===== src/rtl/motion_detect_stream.sv =====
// motion_detect_stream: three-stage, stall-aware motion highlighter.
// Pops matched background/frame pixels from FWFT FIFOs, converts both to
// gray, flags pixels whose gray difference exceeds a runtime threshold and
// writes the frame pixel (or HIGHLIGHT when flagged) to the output FIFO.
// Tracks frame geometry and reports the per-frame motion-pixel count.
// Optional feature macro: MOTION_BG_UPDATE_EN adds a running-average
// background write-back port (bg_upd_*) that also participates in stall.
module motion_detect_stream #(
  parameter int PIX_BITS   = 8,
  parameter int IMG_WIDTH  = 720,
  parameter int IMG_HEIGHT = 540,
  parameter int CNT_BITS   = 20,
  parameter logic [3*PIX_BITS-1:0] HIGHLIGHT = {{PIX_BITS{1'b1}}, {2*PIX_BITS{1'b0}}}
) (
  input  logic                  clock,
  input  logic                  reset,
  input  logic [PIX_BITS-1:0]   threshold,
  input  logic [3*PIX_BITS-1:0] bg_dout,
  input  logic                  bg_empty,
  output logic                  bg_rd_en,
  input  logic [3*PIX_BITS-1:0] fr_dout,
  input  logic                  fr_empty,
  output logic                  fr_rd_en,
`ifdef MOTION_BG_UPDATE_EN
  output logic [3*PIX_BITS-1:0] bg_upd_din,
  input  logic                  bg_upd_full,
  output logic                  bg_upd_wr_en,
`endif
  output logic [3*PIX_BITS-1:0] out_din,
  input  logic                  out_full,
  output logic                  out_wr_en,
  output logic                  frame_done,
  output logic [CNT_BITS-1:0]   motion_count
);

  localparam int PIX_W = 3 * PIX_BITS;
  localparam int SUM_W = PIX_BITS + 2;
  localparam int COL_W = (IMG_WIDTH  > 1) ? $clog2(IMG_WIDTH)  : 1;
  localparam int ROW_W = (IMG_HEIGHT > 1) ? $clog2(IMG_HEIGHT) : 1;

  // Gray level as the truncated mean of the three channels.
  function automatic logic [PIX_BITS-1:0] gray_of(input logic [PIX_W-1:0] pix);
    logic [SUM_W-1:0] sum;
    sum = SUM_W'(pix[2*PIX_BITS +: PIX_BITS]) + SUM_W'(pix[PIX_BITS +: PIX_BITS])
        + SUM_W'(pix[0 +: PIX_BITS]);
    return PIX_BITS'(sum / SUM_W'(3));
  endfunction

  // Magnitude of the signed difference of two gray levels.
  function automatic logic [PIX_BITS-1:0] abs_diff(input logic [PIX_BITS-1:0] a,
                                                   input logic [PIX_BITS-1:0] b);
    logic signed [PIX_BITS:0] d;
    d = $signed({1'b0, a}) - $signed({1'b0, b});
    return (d < 0) ? PIX_BITS'(-d) : PIX_BITS'(d);
  endfunction

  // Saturating increment of the motion accumulator.
  function automatic logic [CNT_BITS-1:0] sat_inc(input logic [CNT_BITS-1:0] acc,
                                                  input logic inc);
    if (inc && (acc != {CNT_BITS{1'b1}})) return acc + CNT_BITS'(1);
    return acc;
  endfunction

`ifdef MOTION_BG_UPDATE_EN
  // Running average per channel: (3*bg + fr) / 4, truncated.
  function automatic logic [PIX_W-1:0] bg_blend(input logic [PIX_W-1:0] bg,
                                                input logic [PIX_W-1:0] fr);
    logic [PIX_W-1:0] res;
    logic [SUM_W-1:0] t;
    res = '0;
    for (int c = 0; c < 3; c++) begin
      t = (SUM_W'(bg[c*PIX_BITS +: PIX_BITS]) << 1) + SUM_W'(bg[c*PIX_BITS +: PIX_BITS])
        + SUM_W'(fr[c*PIX_BITS +: PIX_BITS]);
      res[c*PIX_BITS +: PIX_BITS] = t[SUM_W-1:2];
    end
    return res;
  endfunction
`endif

  logic stall, advance, pop, wr, last_pix;

  // control state
  logic                vld_p1_q, vld_p1_d, vld_p2_q, vld_p2_d, vld_p3_q, vld_p3_d;
  logic [COL_W-1:0]    col_q, col_d;
  logic [ROW_W-1:0]    row_q, row_d;
  logic [CNT_BITS-1:0] acc_q, acc_d, mc_q, mc_d;
  logic                fd_q, fd_d;

  // datapath state
  logic [PIX_BITS-1:0] gray_fr_p1_q, gray_fr_p1_d, gray_bg_p1_q, gray_bg_p1_d;
  logic [PIX_W-1:0]    fr_p1_q, fr_p1_d;
  logic                mask_p2_q, mask_p2_d;
  logic [PIX_W-1:0]    fr_p2_q, fr_p2_d;
  logic                mask_p3_q, mask_p3_d;
  logic [PIX_W-1:0]    pix_p3_q, pix_p3_d;
`ifdef MOTION_BG_UPDATE_EN
  logic [PIX_W-1:0]    bg_p1_q, bg_p1_d, upd_p2_q, upd_p2_d, upd_p3_q, upd_p3_d;
`endif

`ifdef MOTION_BG_UPDATE_EN
  assign stall = out_full | bg_upd_full;
`else
  assign stall = out_full;
`endif
  assign advance  = ~vld_p3_q | ~stall;
  // Pops stay quiet while reset is held so no pixel is lost from the FIFOs.
  assign pop      = reset & ~bg_empty & ~fr_empty & advance;
  assign wr       = vld_p3_q & ~stall;
  assign last_pix = wr && (col_q == COL_W'(IMG_WIDTH - 1)) && (row_q == ROW_W'(IMG_HEIGHT - 1));

  // Next-state for valid bits, pixel position, accumulator and frame report.
  always_comb begin
    vld_p1_d = vld_p1_q;
    vld_p2_d = vld_p2_q;
    vld_p3_d = vld_p3_q;
    col_d    = col_q;
    row_d    = row_q;
    acc_d    = acc_q;
    mc_d     = mc_q;
    fd_d     = 1'b0;
    if (advance) begin
      vld_p1_d = pop;
      vld_p2_d = vld_p1_q;
      vld_p3_d = vld_p2_q;
    end
    if (wr) begin
      if (col_q == COL_W'(IMG_WIDTH - 1)) begin
        col_d = '0;
        row_d = (row_q == ROW_W'(IMG_HEIGHT - 1)) ? '0 : row_q + ROW_W'(1);
      end else begin
        col_d = col_q + COL_W'(1);
      end
      acc_d = sat_inc(acc_q, mask_p3_q);
    end
    if (last_pix) begin
      mc_d  = sat_inc(acc_q, mask_p3_q);
      acc_d = '0;
      fd_d  = 1'b1;
    end
  end

  // Next-state for the pixel datapath; every stage holds while stalled.
  always_comb begin
    gray_fr_p1_d = gray_fr_p1_q;
    gray_bg_p1_d = gray_bg_p1_q;
    fr_p1_d      = fr_p1_q;
    mask_p2_d    = mask_p2_q;
    fr_p2_d      = fr_p2_q;
    mask_p3_d    = mask_p3_q;
    pix_p3_d     = pix_p3_q;
`ifdef MOTION_BG_UPDATE_EN
    bg_p1_d      = bg_p1_q;
    upd_p2_d     = upd_p2_q;
    upd_p3_d     = upd_p3_q;
`endif
    // S1: gray conversion of both streams, raw pixels kept
    if (pop) begin
      gray_fr_p1_d = gray_of(fr_dout);
      gray_bg_p1_d = gray_of(bg_dout);
      fr_p1_d      = fr_dout;
`ifdef MOTION_BG_UPDATE_EN
      bg_p1_d      = bg_dout;
`endif
    end
    if (advance) begin
      // S2: difference against the live threshold
      mask_p2_d = abs_diff(gray_fr_p1_q, gray_bg_p1_q) > threshold;
      fr_p2_d   = fr_p1_q;
`ifdef MOTION_BG_UPDATE_EN
      upd_p2_d  = bg_blend(bg_p1_q, fr_p1_q);
`endif
      // S3: highlight selection
      mask_p3_d = mask_p2_q;
      pix_p3_d  = mask_p2_q ? HIGHLIGHT : fr_p2_q;
`ifdef MOTION_BG_UPDATE_EN
      upd_p3_d  = upd_p2_q;
`endif
    end
  end

  // Control registers, cleared asynchronously so in-flight pixels are dropped.
  always_ff @(posedge clock or negedge reset) begin
    if (!reset) begin
      vld_p1_q <= 1'b0;
      vld_p2_q <= 1'b0;
      vld_p3_q <= 1'b0;
      col_q    <= '0;
      row_q    <= '0;
      acc_q    <= '0;
      mc_q     <= '0;
      fd_q     <= 1'b0;
    end else begin
      vld_p1_q <= vld_p1_d;
      vld_p2_q <= vld_p2_d;
      vld_p3_q <= vld_p3_d;
      col_q    <= col_d;
      row_q    <= row_d;
      acc_q    <= acc_d;
      mc_q     <= mc_d;
      fd_q     <= fd_d;
    end
  end

  // Datapath registers; contents are qualified by the valid bits.
  always_ff @(posedge clock) begin
    gray_fr_p1_q <= gray_fr_p1_d;
    gray_bg_p1_q <= gray_bg_p1_d;
    fr_p1_q      <= fr_p1_d;
    mask_p2_q    <= mask_p2_d;
    fr_p2_q      <= fr_p2_d;
    mask_p3_q    <= mask_p3_d;
    pix_p3_q     <= pix_p3_d;
`ifdef MOTION_BG_UPDATE_EN
    bg_p1_q      <= bg_p1_d;
    upd_p2_q     <= upd_p2_d;
    upd_p3_q     <= upd_p3_d;
`endif
  end

  assign bg_rd_en     = pop;
  assign fr_rd_en     = pop;
  assign out_wr_en    = wr;
  assign out_din      = vld_p3_q ? pix_p3_q : '0;
  assign frame_done   = fd_q;
  assign motion_count = mc_q;
`ifdef MOTION_BG_UPDATE_EN
  assign bg_upd_wr_en = wr;
  assign bg_upd_din   = vld_p3_q ? upd_p3_q : '0;
`endif

endmodule


===== config.mk =====
export PLATFORM = sky130hd
export DESIGN_NAME = motion_detect_stream
export DESIGN_NICKNAME = d
export VERILOG_FILES = /design/src/rtl/motion_detect_stream.sv
export SDC_FILE = /design/constraint.sdc
export NUM_CORES = 1
export LEC_CHECK = 0
export CORE_UTILIZATION = 30
export DETAILED_ROUTE_END_ITERATION = 10
export RECOVER_POWER = 100
export SYNTH_ARGS = -nofsm -noshare
export SYNTH_HDL_FRONTEND = slang
export SYNTH_SLANG_ARGS = --single-unit

===== constraint.sdc =====
create_clock -name clock -period 3.5 [get_ports clock]
set_input_delay 0.525 -clock clock [delete_from_list [all_inputs] [get_ports clock]]
set_output_delay 0.525 -clock clock [all_outputs]
set_load 0.02 [all_outputs]

==> results.cfg <==
[clock_tree]
path_clk_slew_ns = 0.07
clock_sinks = 154
clockBufferDepth = 2
htree_num_levels = 4
postCtsHoldBufs = 0
clock_latency_ns = 0.42
cts-root-buf = clkbuf_16
cts_buffers = 17
cts_tree = built

[synthesis]
syn_inst = 925
syn_nets = 1041
synth.avg_cell_area_um2 = 10.1
yosysUniqueCellTypes = 79
synth-seq-cells = 154
yosysSeqAreaShare_pct = 45.9
syn_area_um2 = 9370
synth_edf_count = 90
yosysWarningCount = 0
async_reset_ff_share_pct = 41.6
ys.flop_type = edfxtp_1

[sta]
layout_setup_ws_ns = -0.978
slew_violations = 0
setup-violations-final = 9
period_share_pct = 128
finClkSkew_ns = 0.0136
fmax_mhz = 223
slew_headroom_pct = 45.4
hold_viol_final = 0
tightest_slew_ns = 0.819
rsz0062_at_grt = true
period_needed_ns = 4.48

[setup_path]
worst_setup_path_end_kind = register
critPathRequiredTime_ns = 3.66
slowest_stage = fa_1
regToRegSetupSlack_ns = -0.02
path_cells = buf_8 > inv_4 > fa_1 > inv_2 > ha_4 > inv_2 > fa_2 > nor2b_4 > o2111a_2 > o41ai_4 > o211ai_1 > a211oi_4 > buf_6 > nor4_4 > a21oi_4 > a21o_1 > a22o_1 > mux2i_2 > ha_2 > nand2_2 > o32ai_2 > a211oi_2 > o211ai_1
r2r_start = gray_fr_p1_q[0]
rr_worst_depth = 22
cp.arrival_ns = 4.64
cp_max_fo = 4
r2r_end = mask_p2_q
path_class = in2reg
crit_path_start_kind = input pin
slowest_delay_ns = 0.48

[floorplan]
dieArea_um2 = 31900
die_y_um = 179
start_util_pct = 30.6
num_io_pins = 109
rows = 64
die-width_um = 179
core_um2 = 30700

[placement]
gp_congestion = 0.824
dp_hpwl_mm = 16.2
place_area_um2 = 12200
port_buffers = 108
placement.setup.worst_slack_ns = -1.97

[grt]
grt.total_usage_pct = 14.5
antenna_found_initial = 0
grt_overflow = 0
grt_use_met3_pct = 2.42
grt_pass1_vias = 7648
grt_max_degree = 65
top_usage_layer = met2
met2_usage_pct = 25.8
grt_pass1_wl_mm = 36.9
use_met1_pct = 18.0

[finish]
final_nets = 1320
final-seq-area_um2 = 4300
drive_gt1_share_pct = 31.5
multiInputGateArea_um2 = 5330
final_area_um2 = 13500
n_fill_cell = 2885
antenna_cells = 0
area_growth_pct = 44.5

[route]
wl_per_cell_um = 13.9
routed_via_density = 4.75
first_pass_iters = 5
ant_nets = 0
num_vias = 7664
drt-total-wl_mm = 22.4
drc_errors = 0
drtIter0Drc = 416

[min_path]
holdCritPathClass = in2reg
hp-start = fr_dout[1]
min_delay_path_depth = 1
hold_end = fr_p1_q[1]

[pwr]
vdd_drop_max_uv = 449
p_per_area_nw_per_um2 = 659
leakage_nw = 5.79

[flow_run]
maxCapViolCount = 0

[run_status]
violations = setup timing
status = complete, but fails checks
## final cells by class
cell class | instances | share of cell area (%)
well taps | 396 | 3.66
clock buffers | 20 | 3.54
repair buffers | 302 | 19.1
multi-input cells | 668 | 39.4
inverters | 61 | 1.84
flip-flops and latches | 154 | 31.8
clock inverters | 12 | 0.739
## registers in the layout, summed over array words and instances (netlist names)
| register | flops |
|---|---|
| gray_bg_p1_q | 8 |
| mask_p2_q | 1 |
| fr_p2_q | 24 |
| acc_q | 20 |
| fr_p1_q | 24 |
| frame_done | 1 |
| col_q | 10 |
| pix_p3_q | 24 |
| gray_fr_p1_q | 8 |
| vld_p3_q | 1 |
| vld_p1_q | 1 |
| mask_p3_q | 1 |
| vld_p2_q | 1 |
| motion_count | 20 |
| row_q | 10 |
## logic make-up (layout without fill, tap and decap cells)
family	Yosys count	count (layout)	share of synthesized area, %
buffers and inverters	103	395	4.23
adder cells (fa/ha/maj)	56	56	8.97
AND/OR/NAND/NOR	331	331	17.4
AO/OA/AOI/OAI	192	192	15.0
multiplexers	13	13	1.44
XOR/XNOR	76	76	7.10
flip-flops	154	154	45.9
## stage by stage
step | power (mW) | cells | hold slack (ns) | TNS (ns) | util (%)
2_1_floorplan | 4.74 | 925 | 0.229 | -5.67 | -
3_3_place_gp | 6.25 | 1545 | 0.401 | -15.72 | 39.7
3_5_place_dp | 6.33 | 1545 | 0.405 | -16.35 | 39.7
4_1_cts | 8.74 | 1607 | 0.281 | -3.68 | 43.4
5_1_grt | 9.50 | 1613 | 0.281 | -5.20 | 44.2
6_report | 8.93 | 1613 | 0.305 | -3.79 | 44.2
## cell usage in the layout, fill, tap and decap left out, types with 5 or more instances in the layout
master	n
a211oi_4	5
a21o_1	16
a21oi_1	37
a21oi_2	10
and2_1	26
and3_1	16
buf_4	176
buf_6	20
clkbuf_16	19
clkdlybuf4s50_1	69
dfrtp_1	64
dlygate4sd2_1	14
dlymetal6s2s_1	7
edfxtp_1	90
fa_1	14
fa_2	5
ha_1	24
ha_4	11
inv_1	39
inv_2	18
inv_6	5
mux2i_1	6
nand2_1	71
nand2_2	6
nand2b_1	12
nand3_1	18
nand4_1	14
nor2_1	85
nor2b_1	22
nor3_1	14
o211ai_1	7
o21a_1	7
o21ai_0	16
o21ai_2	7
o22a_1	5
o31ai_1	5
or2_2	10
xnor2_1	30
xor2_1	44
## worst max-delay path: cells and delay by family
family | cells | cell delay [ns]
buf+inv | 5 | 0.36
mux | 1 | 0.19
compound gates | 10 | 1.63
fa+ha+maj | 4 | 1.36
simple gates | 3 | 0.57
## synthesized netlist by cell type (4+ instances only)
master	count	area share (%)
a21o_1	16	1.3
dfrtp_1	64	17
nor4_1	4	0.27
o22a_1	6	0.56
or2_2	12	0.80
o21ai_0	25	1.3
nand2_1	78	3.1
nand2b_1	12	0.80
and2_1	28	1.9
o31a_1	4	0.37
xor2_1	44	4.1
o21ai_1	4	0.21
o21bai_1	4	0.32
ha_1	36	4.8
fa_1	19	4.1
a211oi_1	7	0.56
o211ai_1	7	0.56
edfxtp_1	90	29
or3_1	4	0.27
nor2b_1	24	1.6
o31ai_1	7	0.56
inv_1	61	2.4
and3_1	17	1.1
nor2_1	89	3.6
xnor2_1	32	3.0
nand3_1	20	1.1
a21oi_1	50	2.7
nor3_1	19	1.0
mux2i_1	9	0.96
o22ai_1	4	0.27
clkbuf_1	34	1.4
mux2_2	4	0.48
o32ai_1	4	0.37
nand4_1	14	0.93
o21a_1	7	0.56
## per-layer routing
layer / share of wire (%) / wire (um)
met3: 2.7 / 597
met5: 0 / 0
met4: 1.4 / 324
met2: 51 / 11500
met1: 45 / 9990
## what timing repair did
item                                    in CTS  in global routing
gates resized for setup                    168                 51
endpoints found under the setup margin      14                 30
pin swaps                                   89                 58
buffers inserted                            30                  7
## power breakdown
group,total [mW],leakage [nW],internal [mW],switching (mW)
clock,1.79,0.282,1.01,0.782
combinational,4.78,3.74,2.54,2.24
sequential,2.35,1.77,2.22,0.138
total,8.93,5.79,5.77,3.16
## how the worst max path moves through the flow
stage	from	endpoint	slack [ns]	cells past startpoint
after floorplan	bg_dout[17]	gray_bg_p1_q[0]	-1.24	17
after global placement	fr_dout[17]	gray_fr_p1_q[0]	-1.88	22
after detailed placement	fr_dout[17]	gray_fr_p1_q[0]	-1.97	22
after CTS	fr_dout[3]	gray_fr_p1_q[0]	-0.96	20
after global routing	fr_dout[9]	gray_fr_p1_q[0]	-1.21	23
final	fr_dout[9]	gray_fr_p1_q[0]	-0.98	23
Note: power is estimated with default switching activity, not from simulation.
